[src/rtl/data_mem_ctrl.sv]
// data_mem_ctrl: byte-addressed, byte-lane-aware load/store unit between EXMA and MAWB.
// Accepts byte/half/word(/dword) accesses through a req/ready handshake and returns
// sign- or zero-extended load data RD_LAT cycles after each accept. It flags misaligned
// and out-of-range accesses, and after reset it can clear the array with a sweep.
// Ports:
//   clkIn, resetIn (async, active low)
//   ReqIn/WriteIn/SizeIn/SignedIn/AddrIn/DataIn : request from EXMA
//   ReadyOut : a request can be accepted this cycle
//   ValidOut/DataOut/FaultOut : response pulse to MAWB
//   BusyOut  : clear sweep in progress
module data_mem_ctrl #(
  parameter int unsigned DATA_W         = 32,
  parameter int unsigned DEPTH          = 32,
  parameter int unsigned ADDR_W         = 32,
  parameter int unsigned RD_LAT         = 1,
  parameter int unsigned CLEAR_ON_RESET = 1
) (
  input  logic              clkIn,
  input  logic              resetIn,
  input  logic              ReqIn,
  input  logic              WriteIn,
  input  logic [1:0]        SizeIn,
  input  logic              SignedIn,
  input  logic [ADDR_W-1:0] AddrIn,
  input  logic [DATA_W-1:0] DataIn,
  output logic              ReadyOut,
  output logic              ValidOut,
  output logic [DATA_W-1:0] DataOut,
  output logic              FaultOut,
  output logic              BusyOut
);

  localparam int unsigned NB        = DATA_W / 8;
  localparam int unsigned OFF_W     = $clog2(NB);
  localparam int unsigned IDX_W     = $clog2(DEPTH);
  localparam int unsigned MEM_BYTES = DEPTH * NB;
  localparam logic [ADDR_W:0] MEM_LIMIT = (ADDR_W+1)'(MEM_BYTES);

  typedef enum logic {ST_CLEAR, ST_IDLE} state_e;

  state_e             state_q, state_d;
  logic [IDX_W-1:0]   cnt_q, cnt_d;
  logic               ready, busy, clr_we;
  logic               acc;

  logic [2:0]         off;
  logic [IDX_W-1:0]   idx;
  logic               range_err, align_err, fault;
  int unsigned        off_u, nbytes, width;
  logic [NB-1:0]      be;

  logic               wr_en;
  logic [IDX_W-1:0]   wr_idx;
  logic [DATA_W-1:0]  wr_data;
  logic [NB-1:0]      wr_be;

  logic [DATA_W-1:0]  mem_q [DEPTH];
  logic [DATA_W-1:0]  rd_word, shifted, ext, resp_data;
  logic               sbit;

  logic [RD_LAT-1:0]             vld_q, vld_d, flt_q, flt_d;
  logic [RD_LAT-1:0][DATA_W-1:0] dat_q, dat_d;

  // ---------------- FSM: state register ----------------
  always_ff @(posedge clkIn or negedge resetIn) begin
    if (!resetIn) begin
      if (CLEAR_ON_RESET != 0) state_q <= ST_CLEAR;
      else                     state_q <= ST_IDLE;
      cnt_q <= '0;
    end else begin
      state_q <= state_d;
      cnt_q   <= cnt_d;
    end
  end

  // ---------------- FSM: next state ----------------
  always_comb begin
    state_d = state_q;
    cnt_d   = cnt_q;
    case (state_q)
      ST_CLEAR: begin
        cnt_d = cnt_q + IDX_W'(1);
        if (cnt_q == IDX_W'(DEPTH - 1)) state_d = ST_IDLE;
      end
      default: ;
    endcase
  end

  // ---------------- FSM: outputs ----------------
  always_comb begin
    ready  = 1'b0;
    busy   = 1'b0;
    clr_we = 1'b0;
    case (state_q)
      ST_CLEAR: begin
        busy   = 1'b1;
        clr_we = 1'b1;
      end
      default: ready = 1'b1;
    endcase
  end

  // Outputs must read 0 the moment reset is asserted, independent of the clock.
  assign ReadyOut = ready & resetIn;
  assign BusyOut  = busy & resetIn;
  assign acc      = ReqIn & ReadyOut;

  // ---------------- Address decode and fault detection ----------------
  always_comb begin
    off = '0;
    off[OFF_W-1:0] = AddrIn[OFF_W-1:0];
    idx       = AddrIn[OFF_W +: IDX_W];
    range_err = ({1'b0, AddrIn} >= MEM_LIMIT);
    case (SizeIn)
      2'd1:    align_err = off[0];
      2'd2:    align_err = (off[1:0] != 2'b00);
      2'd3:    align_err = (DATA_W == 32) || (off != 3'b000);
      default: align_err = 1'b0;
    endcase
    fault  = range_err | align_err;
    off_u  = 32'(off);
    nbytes = 32'd1 << SizeIn;
    width  = 32'd8 << SizeIn;
    for (int unsigned b = 0; b < NB; b++) begin
      be[b] = (b >= off_u) && (b < off_u + nbytes);
    end
  end

  // ---------------- Array write port (clear sweep or store) ----------------
  always_comb begin
    wr_en   = (clr_we & resetIn) | (acc & WriteIn & ~fault);
    wr_idx  = idx;
    wr_data = DataIn << (8 * off_u);
    wr_be   = be;
    if (clr_we) begin
      wr_idx  = cnt_q;
      wr_data = '0;
      wr_be   = '1;
    end
  end

  always_ff @(posedge clkIn) begin
    if (wr_en) begin
      for (int unsigned b = 0; b < NB; b++) begin
        if (wr_be[b]) mem_q[wr_idx][8*b +: 8] <= wr_data[8*b +: 8];
      end
    end
  end

  // ---------------- Load extraction and extension ----------------
  always_comb begin
    rd_word = mem_q[idx];
    shifted = rd_word >> (8 * off_u);
    case (SizeIn)
      2'd0:    sbit = shifted[7];
      2'd1:    sbit = shifted[15];
      2'd2:    sbit = shifted[31];
      default: sbit = shifted[DATA_W-1];
    endcase
    ext = '0;
    for (int unsigned i = 0; i < DATA_W; i++) begin
      ext[i] = (i < width) ? shifted[i] : (SignedIn & sbit);
    end
    resp_data = (fault | WriteIn) ? '0 : ext;
  end

  // ---------------- Response pipeline (RD_LAT stages) ----------------
  always_comb begin
    vld_d    = '0;
    flt_d    = '0;
    dat_d    = '0;
    vld_d[0] = acc;
    flt_d[0] = acc & fault;
    dat_d[0] = acc ? resp_data : '0;
    for (int unsigned i = 1; i < RD_LAT; i++) begin
      vld_d[i] = vld_q[i-1];
      flt_d[i] = flt_q[i-1];
      dat_d[i] = dat_q[i-1];
    end
  end

  always_ff @(posedge clkIn or negedge resetIn) begin
    if (!resetIn) begin
      vld_q <= '0;
      flt_q <= '0;
      dat_q <= '0;
    end else begin
      vld_q <= vld_d;
      flt_q <= flt_d;
      dat_q <= dat_d;
    end
  end

  assign ValidOut = vld_q[RD_LAT-1];
  assign FaultOut = flt_q[RD_LAT-1];
  assign DataOut  = dat_q[RD_LAT-1];

endmodule

[config.mk]
export PLATFORM = sky130hd
export DESIGN_NAME = data_mem_ctrl
export DESIGN_NICKNAME = d
export VERILOG_FILES = /design/src/rtl/data_mem_ctrl.sv
export SDC_FILE = /design/constraint.sdc
export NUM_CORES = 1
export LEC_CHECK = 0
export CORE_MARGIN = 1.5
export CORE_UTILIZATION = 45
export DETAILED_ROUTE_END_ITERATION = 16
export GPL_TIMING_DRIVEN = 0
export SLEW_MARGIN = 10
export SYNTH_ARGS = -nofsm -noshare
export SYNTH_HDL_FRONTEND = slang
export SYNTH_SLANG_ARGS = --single-unit
[constraint.sdc]
create_clock -name clkIn -period 3.2 [get_ports clkIn]
set_input_delay 0.64 -clock clkIn [delete_from_list [all_inputs] [get_ports clkIn]]
set_output_delay 0.64 -clock clkIn [all_outputs]
set_load 0.03 [all_outputs]
==> flow_results.org <==
** Pwr
- Proportion of power drawn by flip-flops and latches :: a little over half
- P_int :: 22.7 mW
- The analysis attributes to cell leakage a power of 18.2 nW.
- After layout, the design draws a total of 29.2 mW.
- Net switching is 22.0% of the power.
- Relative contribution of the clock network to total power :: about 40%
- Reported net switching power :: 6.41 mW
- IR analysis of the VDD net gives a maximum drop of ~530 uV.
- Cell area power density :: 560 mW/mm^2
- Of the total power, combinational logic draws between 6 and 7%.

** Logic synthesis
- The top cell type by area accounts for 72.8% of the synthesized area.
- The synthesized design contains between 1000 and 1500 enable-type register cells.
- Counting instances in the post-synthesis netlist gives the leading cell types as sky130_fd_sc_hd__edfxtp_1, sky130_fd_sc_hd__mux4_2, sky130_fd_sc_hd__mux2i_1, sky130_fd_sc_hd__nor3_1, sky130_fd_sc_hd__nor2_1.
- Top post-synthesis cells by area :: sky130_fd_sc_hd__edfxtp_1, sky130_fd_sc_hd__mux4_2, sky130_fd_sc_hd__dfrtp_1, sky130_fd_sc_hd__mux2i_1, sky130_fd_sc_hd__nor3_1
- Post-synthesis net count :: between 2000 and 2500
- Yosys printed 0 warnings.
- Synthesis produced a netlist whose cell count is approximately 2100.
- For this run, the register share of the synthesized area comes to around 75%.
- Post-synthesis cell type with the largest combined area :: sky130_fd_sc_hd__edfxtp_1
- Flip-flop and latch count after synthesis :: 1064
- By instance count, the leading cell after synthesis is sky130_fd_sc_hd__edfxtp_1.
- After synthesis, the share of flip-flops with an asynchronous set or reset is around 3.8%.
- Counting distinct cell types in the post-synthesis netlist gives between 50 and 60.
- The most used flip-flop cell after synthesis is sky130_fd_sc_hd__edfxtp_1.
- Post-Syn Area per Cell :: between 15 and 20 sq um
- In this run the cell area of the synthesized design comes to 0.0422 sq mm.

** Global route
- Global-route layer with the greatest usage :: met2
- Global routing used about 6.3% of the available met3 tracks.
- GR met2 Demand/Resource :: between 30% and 40%
- Global-route usage over all layers :: between 20% and 30%
- Global Route met1 Usage :: between 30% and 40%
- Antenna violations before repair :: 9
- The number of global-route vias before repair came to 23700.
- Global route overflow :: 0
- Largest net degree at the start of global routing :: 33
- The first global-routing pass estimated 171 mm of wire.

** Die
- Once the floorplan was initialized, standard cells occupied a little under half of the core.
- Die outline width :: 309 um
- The floorplan step set the die height to around 310 um.
- approximately 110 I/O pins were placed.
- Area inside the core boundary :: roughly 0.093 sq mm
- Count of standard-cell rows :: ~110
- The floorplan step defined a die boundary enclosing 0.0957 sq mm.

** STA
- Min setup slack post-route :: -0.0899 ns
- Period utilization :: 103%
- The worst pin sits at a relative slew slack of 24.1%.
- Final setup skew :: around 0.029 ns
- Worst hold slack across all endpoints :: 0.0538 ns
- Number of hold violations in the final report :: 0
- Worst Tran Pin Value :: 1.14 ns
- The count of final max-slew check failures was 0.
- Setup repair after global routing could not meet its margin everywhere.
- Final period demand of the worst path :: approximately 3.3 ns
- Derived from the worst setup path, the maximum achievable clock frequency is 304 MHz.
- Setup violations remaining at the end of the flow were counted as 81.
- In the final timing run, aggregate negative setup slack is -1.14 ns.

** Clocking
- Clk Latency, worst-skew pair :: between 0.6 and 0.7 ns
- After clock tree synthesis, the clock-pin slew on the worst setup and hold paths is about 0.060 ns.
- Clock tree synthesis selected as its root buffer the cell sky130_fd_sc_hd__clkbuf_16.
- TritonCTS built the clock tree.
- TritonCTS Sinks :: approximately 1100
- In this run, CTS created clock tree buffers numbering between 100 and 150.
- Clock tree buffer depth :: 3
- CTS built an H-tree with a depth of 3.

** Setup path
- RR Startpoint :: state_q
- The setup check on the worst reg-to-reg path leaves a slack of 0.05 ns.
- Tracing the worst setup path back leads to its startpoint at AddrIn[4].
- For the worst setup path, the data required time is between 3 and 4 ns.
- Arrival time of the worst setup path :: 3.80 ns
- Nature of the critical path endpoint :: flop
- By startpoint and endpoint, the worst setup path is classified as input pin to flop.
- CP Max Fanout :: 10
- The worst setup path is launched from an input pin.

** Drt
- DRC violations left :: 0
- Total vias in the final route :: around 24000
- Average routed wire per standard cell :: about 32 um
- Antenna Nets Post-Route :: 0
- Via/cell ratio :: 6.19
- Violation count after the first detailed-route iteration :: 3029
- Final routed wirelength across all metal layers :: 121 mm
- First-pass detailed-route iteration total :: 8

** Finish
- Non-filler cells in the finished layout :: between 3000 and 4000
- Design area :: between 0.05 and 0.06 sq mm
- At the end of the flow the core is filled with cells to a little under three fifths.
- Diode insertion count for antenna repair :: 0
- The final layout contains 2552 nets.
- The area growth from synthesis to layout is 23.2%.
- Fraction of layout cells with a size suffix above 1 :: between 30% and 40%

** Run status
- Outcome :: finished with violations
- Violations in the final reports :: negative setup slack

** Placed design
- DP Worst Slack :: -2.41 ns
- During placement, the flow inserted port buffers numbering 100.
- Half-perimeter wire length after detailed placement :: 82.0 mm
- At the end of routability-driven placement, the weighted congestion stood at 0.980.
- Once placement finished, the instance area stood at approximately 0.046 sq mm.
- Including well taps, the total number of placed cells is between 3000 and 4000.

** Worst hold path
- Path category of the worst min-delay check :: input pin to async pin

** Flow run
- The tool flagged a number of max-cap violations equal to 0.
[worst max-delay path: stages]
cell	delay (ns)
sky130_fd_sc_hd__dlygate4sd2_1	0.40
sky130_fd_sc_hd__buf_6	0.25
sky130_fd_sc_hd__buf_6	0.18
sky130_fd_sc_hd__nor2b_1	0.13
sky130_fd_sc_hd__clkbuf_1	0.55
sky130_fd_sc_hd__a22oi_1	0.21
sky130_fd_sc_hd__nand3_1	0.17
sky130_fd_sc_hd__nand4_1	0.41
sky130_fd_sc_hd__a221oi_2	0.66
sky130_fd_sc_hd__o21ai_1	0.18
[cells in the final DEF (no fill, tap or decap), drive strengths merged, types with 4 or more instances in the layout]
master	n
clkinv	42
or2	13
nand4	6
nor2	91
o221ai	7
buf	197
a31o	7
nand2	69
mux2i	98
and2	23
inv	6
nand2b	11
nand3	12
bufinv	6
a32oi	9
a221oi	8
a21oi	16
clkbuf	210
o22ai	62
o211a	8
or4	7
a31oi	9
a22o	7
nor3	97
nor4	5
nor2b	10
a22oi	31
o21ai	45
clkinvlp	4
clkdlybuf4s50	96
mux4	233
edfxtp	1024
mux2	11
o2bb2ai	15
dfrtp	40
[final timing paths]
kind	cells after the start	endpoint
setup / recovery	10	DataOut[15]
hold / removal	3	DataOut[22]
setup reg to reg	6	mem_q[1][25]
hold reg to reg	1	cnt_q[0]
max in group asynchronous	2	ValidOut
min in group clkIn	1	cnt_q[0]
[cell type report]
cell class,count,area [sq um]
fill,6946,41200
timing repair buffer,231,3170
multi-input combinational,932,11300
clock inverter,53,419
sequential,1064,31800
clock buffer,140,2890
inverter,5,18.8
buffer,136,863
tap,1254,1570
[repair_timing]
item,CTS,global route
setup buffers,104,19
endpoints found under the setup margin,1920,1440
hold buffers,2,0
hold endpoints to repair,19,0
cloned,3,0
gates resized for setup,261,42
pin swaps,91,21
[layer usage]
layer	routed length, um	vias up
met2	54600	1377
met5	116	-
met1	47600	12400
li1	-	9579
met3	13900	240
met4	4480	10
[logic make-up after synthesis]
family | share of synthesized area, %
XOR/XNOR | 0.0830
adder cells (fa/ha/maj) | 0.136
buffers and inverters | 1.71
flip-flops | 75.2
AO/OA/AOI/OAI | 3.93
AND/OR/NAND/NOR | 3.89
multiplexers | 15.1
[flip-flops by register name (all words and copies together) (netlist names)]
signal    cells
mem_q      1024
DataOut      32
cnt_q         5
FaultOut      1
ValidOut      1
state_q       1
[power groups by stage]
| stage | combinational [mW] | sequential, mW | clock (mW) |
|---|---|---|---|
| after floorplan | 0.942 | 15.6 | 0 |
| after global placement | 1.64 | 15.7 | 0 |
| after detailed placement | 1.70 | 15.6 | 0 |
| after CTS | 1.81 | 15.3 | 12.1 |
| after global routing | 1.92 | 15.3 | 12.6 |
| final | 1.85 | 15.3 | 11.9 |
(Power assumes the default switching activity.)
